## config.mk

```make
export PLATFORM = sky130hd
export DESIGN_NAME = mul_16b
export DESIGN_NICKNAME = d
export VERILOG_FILES = /design/src/rtl/arith_pkg.sv /design/src/rtl/mul_16b.sv
export SDC_FILE = /design/constraint.sdc
export NUM_CORES = 1
export LEC_CHECK = 0
export ABC_AREA = 0
export CAP_MARGIN = 20
export CORE_UTILIZATION = 48
export DETAILED_ROUTE_END_ITERATION = 8
export PLACE_DENSITY_LB_ADDON = 0.3
export SETUP_SLACK_MARGIN = 0.1
export SLEW_MARGIN = 0
export SYNTH_ARGS = -nofsm -noshare
export SYNTH_HDL_FRONTEND = slang
export SYNTH_SLANG_ARGS = --single-unit
export TNS_END_PERCENT = 5
```

## constraint.sdc

```tcl
create_clock -name clk -period 2.35 [get_ports clk]
set_input_delay 0.235 -clock clk [delete_from_list [all_inputs] [get_ports clk]]
set_output_delay 0.235 -clock clk [all_outputs]
set_load 0.02 [all_outputs]
```

## src/rtl/arith_pkg.sv

```systemverilog
// ============================================================================
// arith_pkg : constants and types shared by the sequential multiplier/divider
// Revision  : 1.0
// ============================================================================
`default_nettype none

package arith_pkg;

  localparam int WIDTH_DEF = 16;

  typedef enum logic [0:0] {
    IDLE = 1'b0,
    BUSY = 1'b1
  } state_e;

  // Counter counts 0..w-1, so clog2(w) bits; keep at least one bit.
  function automatic int cnt_width(input int w);
    return (w > 1) ? $clog2(w) : 1;
  endfunction

  localparam int CNT_W_DEF = cnt_width(WIDTH_DEF);

endpackage : arith_pkg

`default_nettype wire

```

## src/rtl/mul_16b.sv

```systemverilog
// ============================================================================
// mul_16b : sequential shift-add unsigned multiplier, start/ready handshake
// Revision: 1.0
// ============================================================================
`default_nettype none

module mul_16b
  import arith_pkg::*;
#(
  parameter int WIDTH = WIDTH_DEF
) (
  input  logic                 clk,
  input  logic                 rst_n,
  input  logic [WIDTH-1:0]     a,
  input  logic [WIDTH-1:0]     b,
  input  logic                 start,
  output logic [2*WIDTH-1:0]   prod,
  output logic                 ready
);

  localparam int CNT_W = cnt_width(WIDTH);
  localparam logic [CNT_W-1:0] LAST_CNT = CNT_W'(WIDTH - 1);

  state_e               state_q, state_d;
  logic [WIDTH-1:0]     mcand_q, mcand_d;
  logic [2*WIDTH:0]     acc_q,   acc_d;
  logic [CNT_W-1:0]     cnt_q,   cnt_d;
  logic [2*WIDTH-1:0]   prod_q,  prod_d;
  logic [WIDTH:0]       upper_sum;

  always_ff @(posedge clk or negedge rst_n) begin
    if (!rst_n) begin
      state_q <= IDLE;
      mcand_q <= '0;
      acc_q   <= '0;
      cnt_q   <= '0;
      prod_q  <= '0;
    end else begin
      state_q <= state_d;
      mcand_q <= mcand_d;
      acc_q   <= acc_d;
      cnt_q   <= cnt_d;
      prod_q  <= prod_d;
    end
  end

  always_comb begin
    state_d = state_q;
    mcand_d = mcand_q;
    acc_d   = acc_q;
    cnt_d   = cnt_q;
    prod_d  = prod_q;
    // The carry slot acc[2W] is zero after every shift, so the add never overflows.
    upper_sum = acc_q[2*WIDTH:WIDTH] + (acc_q[0] ? {1'b0, mcand_q} : '0);

    case (state_q)
      IDLE: begin
        if (start) begin
          mcand_d = a;
          acc_d   = {{(WIDTH + 1){1'b0}}, b};
          cnt_d   = '0;
          state_d = BUSY;
        end
      end
      BUSY: begin
        acc_d = {1'b0, upper_sum, acc_q[WIDTH-1:1]};
        cnt_d = cnt_q + CNT_W'(1);
        if (cnt_q == LAST_CNT) begin
          prod_d  = acc_d[2*WIDTH-1:0];
          cnt_d   = '0;
          state_d = IDLE;
        end
      end
      default: state_d = IDLE;
    endcase
  end

  assign prod  = prod_q;
  assign ready = (state_q == IDLE);

endmodule : mul_16b

`default_nettype wire

```

==> impl_metrics.py <==
metrics = {
    "pwr": {
        "pwr-share-seq_pct": 33.7,
        "leakagePower_nw": 2.51,
        "power.total_mw": 7.93,
        "peakVddDrop_v": 0.000554,
        "p_int_mw": 4.80,
        "powerDensity_nw_per_um2": 1440,
        "power_switching_mw": 3.13,
        "swShare_pct": 39.4,
        "clkPwrFrac_pct": 14.0,
        "p_comb_share_pct": 52.4,
    },
    "routing": {
        "vias": 3252,
        "drt.antenna.violating_nets": 0,
        "wl_met1_mm": 4.52,
        "wl_met2_mm": 4.44,
        "met3_length_um": 401,
        "maxUsedRoutingLayer": "met4",
        "firstDrtPassIters": 4,
        "wl_mm": 9.47,
        "wl_per_cell_um": 15.7,
        "drc_errors": 0,
        "drt_iter0_drc": 168,
        "vias_per_cell": 5.40,
    },
    "cells_and_area": {
        "fin_nets": 546,
        "instances_no_fill": 602,
        "antennaDiodeCount": 0,
        "final_core_util_pct": 65.7,
        "multi_input_area_um2": 2130,
        "syn_to_final_growth_pct": 30.4,
        "drive_gt1_share_pct": 19.1,
        "seq_area_um2": 2130,
        "nFillCells": 683,
        "fin_area_um2": 5500,
    },
    "floorplan": {
        "die_x_um": 95.8,
        "initial_core_util_pct": 50.4,
        "coreArea_um2": 8380,
        "die_area_um2": 9170,
        "ios": 68,
        "num_rows": 33,
        "die_h_um": 95.8,
    },
    "clocking": {
        "cts-root-buf": "clkbuf_8",
        "cts_htree_levels": 3,
        "cts_tree": "yes",
        "clkLatencyLatePin_ns": 0.35,
        "cts_buffers": 9,
        "clkTransAtPathRegs_ns": 0.09,
        "cts.sinks": 85,
        "clockBufferDepth": 2,
        "cts_setup_buffers": 0,
    },
    "global_route": {
        "antenna_found_initial": 0,
        "grt_first_pass_wirelength_mm": 15.3,
        "grt_pass1_vias": 3081,
        "grt_max_degree": 50,
        "grt_util_all_layers_pct": 21.8,
        "grt.overflow.total": 0,
    },
    "setup_path": {
        "reg2reg_depth": 10,
        "endpoint_kind": "flip-flop",
        "r2r-start": "acc_q[0]",
        "path_cells": "and2_1 -> ha_1 -> inv_1 -> fa_2 -> nor2b_4 -> o31ai_4 -> a21oi_4 -> a32oi_2 -> or4_1 -> nand4_1",
        "r2r_setup_slack_ns": -0.03,
        "cp.depth": 10,
        "critPathLaunch": "acc_q[0]",
        "cp_data_required_time_ns": 2.64,
        "critPathTopFamily": "simple AND/OR/NAND/NOR gates",
        "crit_end": "prod[29]",
        "critical_path.max_stage_delay_ns": 0.43,
        "cp_max_fo": 8,
        "path_class": "reg -> reg",
        "r2r-end": "prod[29]",
        "crit_arrival_ns": 2.67,
        "start_kind": "flip-flop",
        "cp_slowest_cell": "dfrtp_2",
        "critical_path_buf_inv_count": 1,
    },
    "min_path": {
        "hold_class": "in -> async",
    },
    "sta": {
        "skew_ns": 0.0101,
        "setup_slack_ns": -0.0323,
        "hold_viol_final": 0,
        "setup_viol_count_final": 3,
        "timing.hold.ws_ns": 0.374,
        "slew_viol_final": 0,
        "worst_slew_pin_slew_ns": 0.571,
        "finalCritPeriodShare_pct": 101,
        "fmax_ghz": 0.420,
        "final.setup.tns_ns": -0.0767,
        "relSlewSlack_pct": 61.9,
        "rsz0062_at_grt": "yes",
        "layout_min_cycle_time_ns": 2.38,
    },
    "synth": {
        "syn_avg_cell_area_um2": 10.3,
        "synth_top_area_cell": "dfrtp_1",
        "synth-edff-count": 0,
        "ys_seq_area_share_pct": 50.4,
        "syn_inst": 408,
        "synthArstFlopShare_pct": 100,
        "synth_area_leaders": "dfrtp_1 50%, nand2_1 7.8%, mux2_2 6.4%",
        "synth_ff_type": "dfrtp_1",
        "syn_nets": 461,
        "yosys.area.top_type_share_pct": 50.4,
        "ys_warn_count": 0,
        "yosysUniqueCellTypes": 50,
        "ys_ff_latch": 85,
        "synth_area_um2": 4220,
    },
    "outcome": {
        "violations": "negative setup slack",
        "outcome": "complete, but fails checks",
    },
    "placed_design": {
        "portBuffers": 67,
        "place_inst": 586,
        "postPlaceCellArea_um2": 5150,
        "dp_hpwl_mm": 6.59,
        "gp_congestion": 0.871,
        "place_ws_ns": -0.0917,
    },
    "job": {
        "cap_violations": 0,
    },
}
## placed cells by master, fill, tap and decap left out, drive strengths merged, types with 3 or more instances in the layout
cell type,synthesis,routed
inv,9,9
xnor2,4,4
clkdlybuf4s50,0,66
o21a,5,5
a211oi,3,3
mux2,24,24
a22o,9,9
ha,17,17
a21oi,17,17
o21ai,37,37
o31ai,6,6
nor2,13,13
buf,6,25
and2,17,17
nand2,88,88
dfrtp,85,85
xor2,7,7
mux2i,16,16
clkbuf,12,11
## cells in the mapped netlist (7+ instances only)
master,number
dfrtp_1,85
nand2_1,88
a22o_1,9
clkbuf_1,12
mux2i_1,16
nor2_1,12
ha_1,17
mux2_2,24
a21oi_1,16
and2_1,17
inv_1,9
o21ai_0,34
xor2_1,7
## sequential cells by signal, indices dropped and copies added, names as in the netlist
register  count
prod         32
state_q       1
acc_q        32
mcand_q      16
cnt_q         4
## area by class of cell
cell class / count / area share [%]
Tap cell: 105 / 2.39
Timing Repair Buffer: 92 / 15.8
Clock inverter: 4 / 1.34
Multi-Input combinational cell: 296 / 38.8
Sequential cell: 85 / 38.7
Inverter: 9 / 0.614
Clock buffer: 11 / 2.39
## power by group through the flow
| stage | clock network (mW) | registers, mW | logic, mW |
|---|---|---|---|
| final | 1.11 | 2.67 | 4.15 |
| after global routing | 1.19 | 2.77 | 4.56 |
| after CTS | 1.13 | 2.66 | 3.90 |
| after detailed placement | 0 | 2.68 | 3.85 |
| after global placement | 0 | 2.64 | 3.75 |
| after floorplan | 0 | 2.85 | 2.26 |
## worst min path at each step
stage,startpoint,endpoint,slack (ns),cells past startpoint
after floorplan,rst_n,acc_q[0],-0.06,0
after global placement,rst_n,prod[10],0.22,1
after detailed placement,rst_n,prod[10],0.23,1
after CTS,rst_n,prod[10],0.39,2
after global routing,rst_n,prod[10],0.41,2
final,rst_n,prod[10],0.37,2
## layer usage
layer,GRT usage [%],up-vias
li1,-,1596
met1,31.8,1578
met2,33.6,70
met3,4.34,8
met4,4.85,0
met5,0,-
## repair_timing
item                                    4_1_cts  5_1_grt
gates resized for setup                       4       26
endpoints found under the setup margin       20       24
hold endpoints to repair                     36        0
pin swaps                                     3        5
hold buffers                                  1        0
## cells by family (layout without fill, tap and decap cells)
group           count (synthesis)  count (layout)  share of synthesized area, %
xor+xnor                       11              11                          2.28
fa+ha+maj                      18              18                          5.51
simple gates                  133             133                          14.0
flops                          85              85                          50.4
buf+inv                        27             116                          2.61
mux                            40              40                          10.2
compound gates                 94              94                          15.0
(Power assumes the default switching activity.)
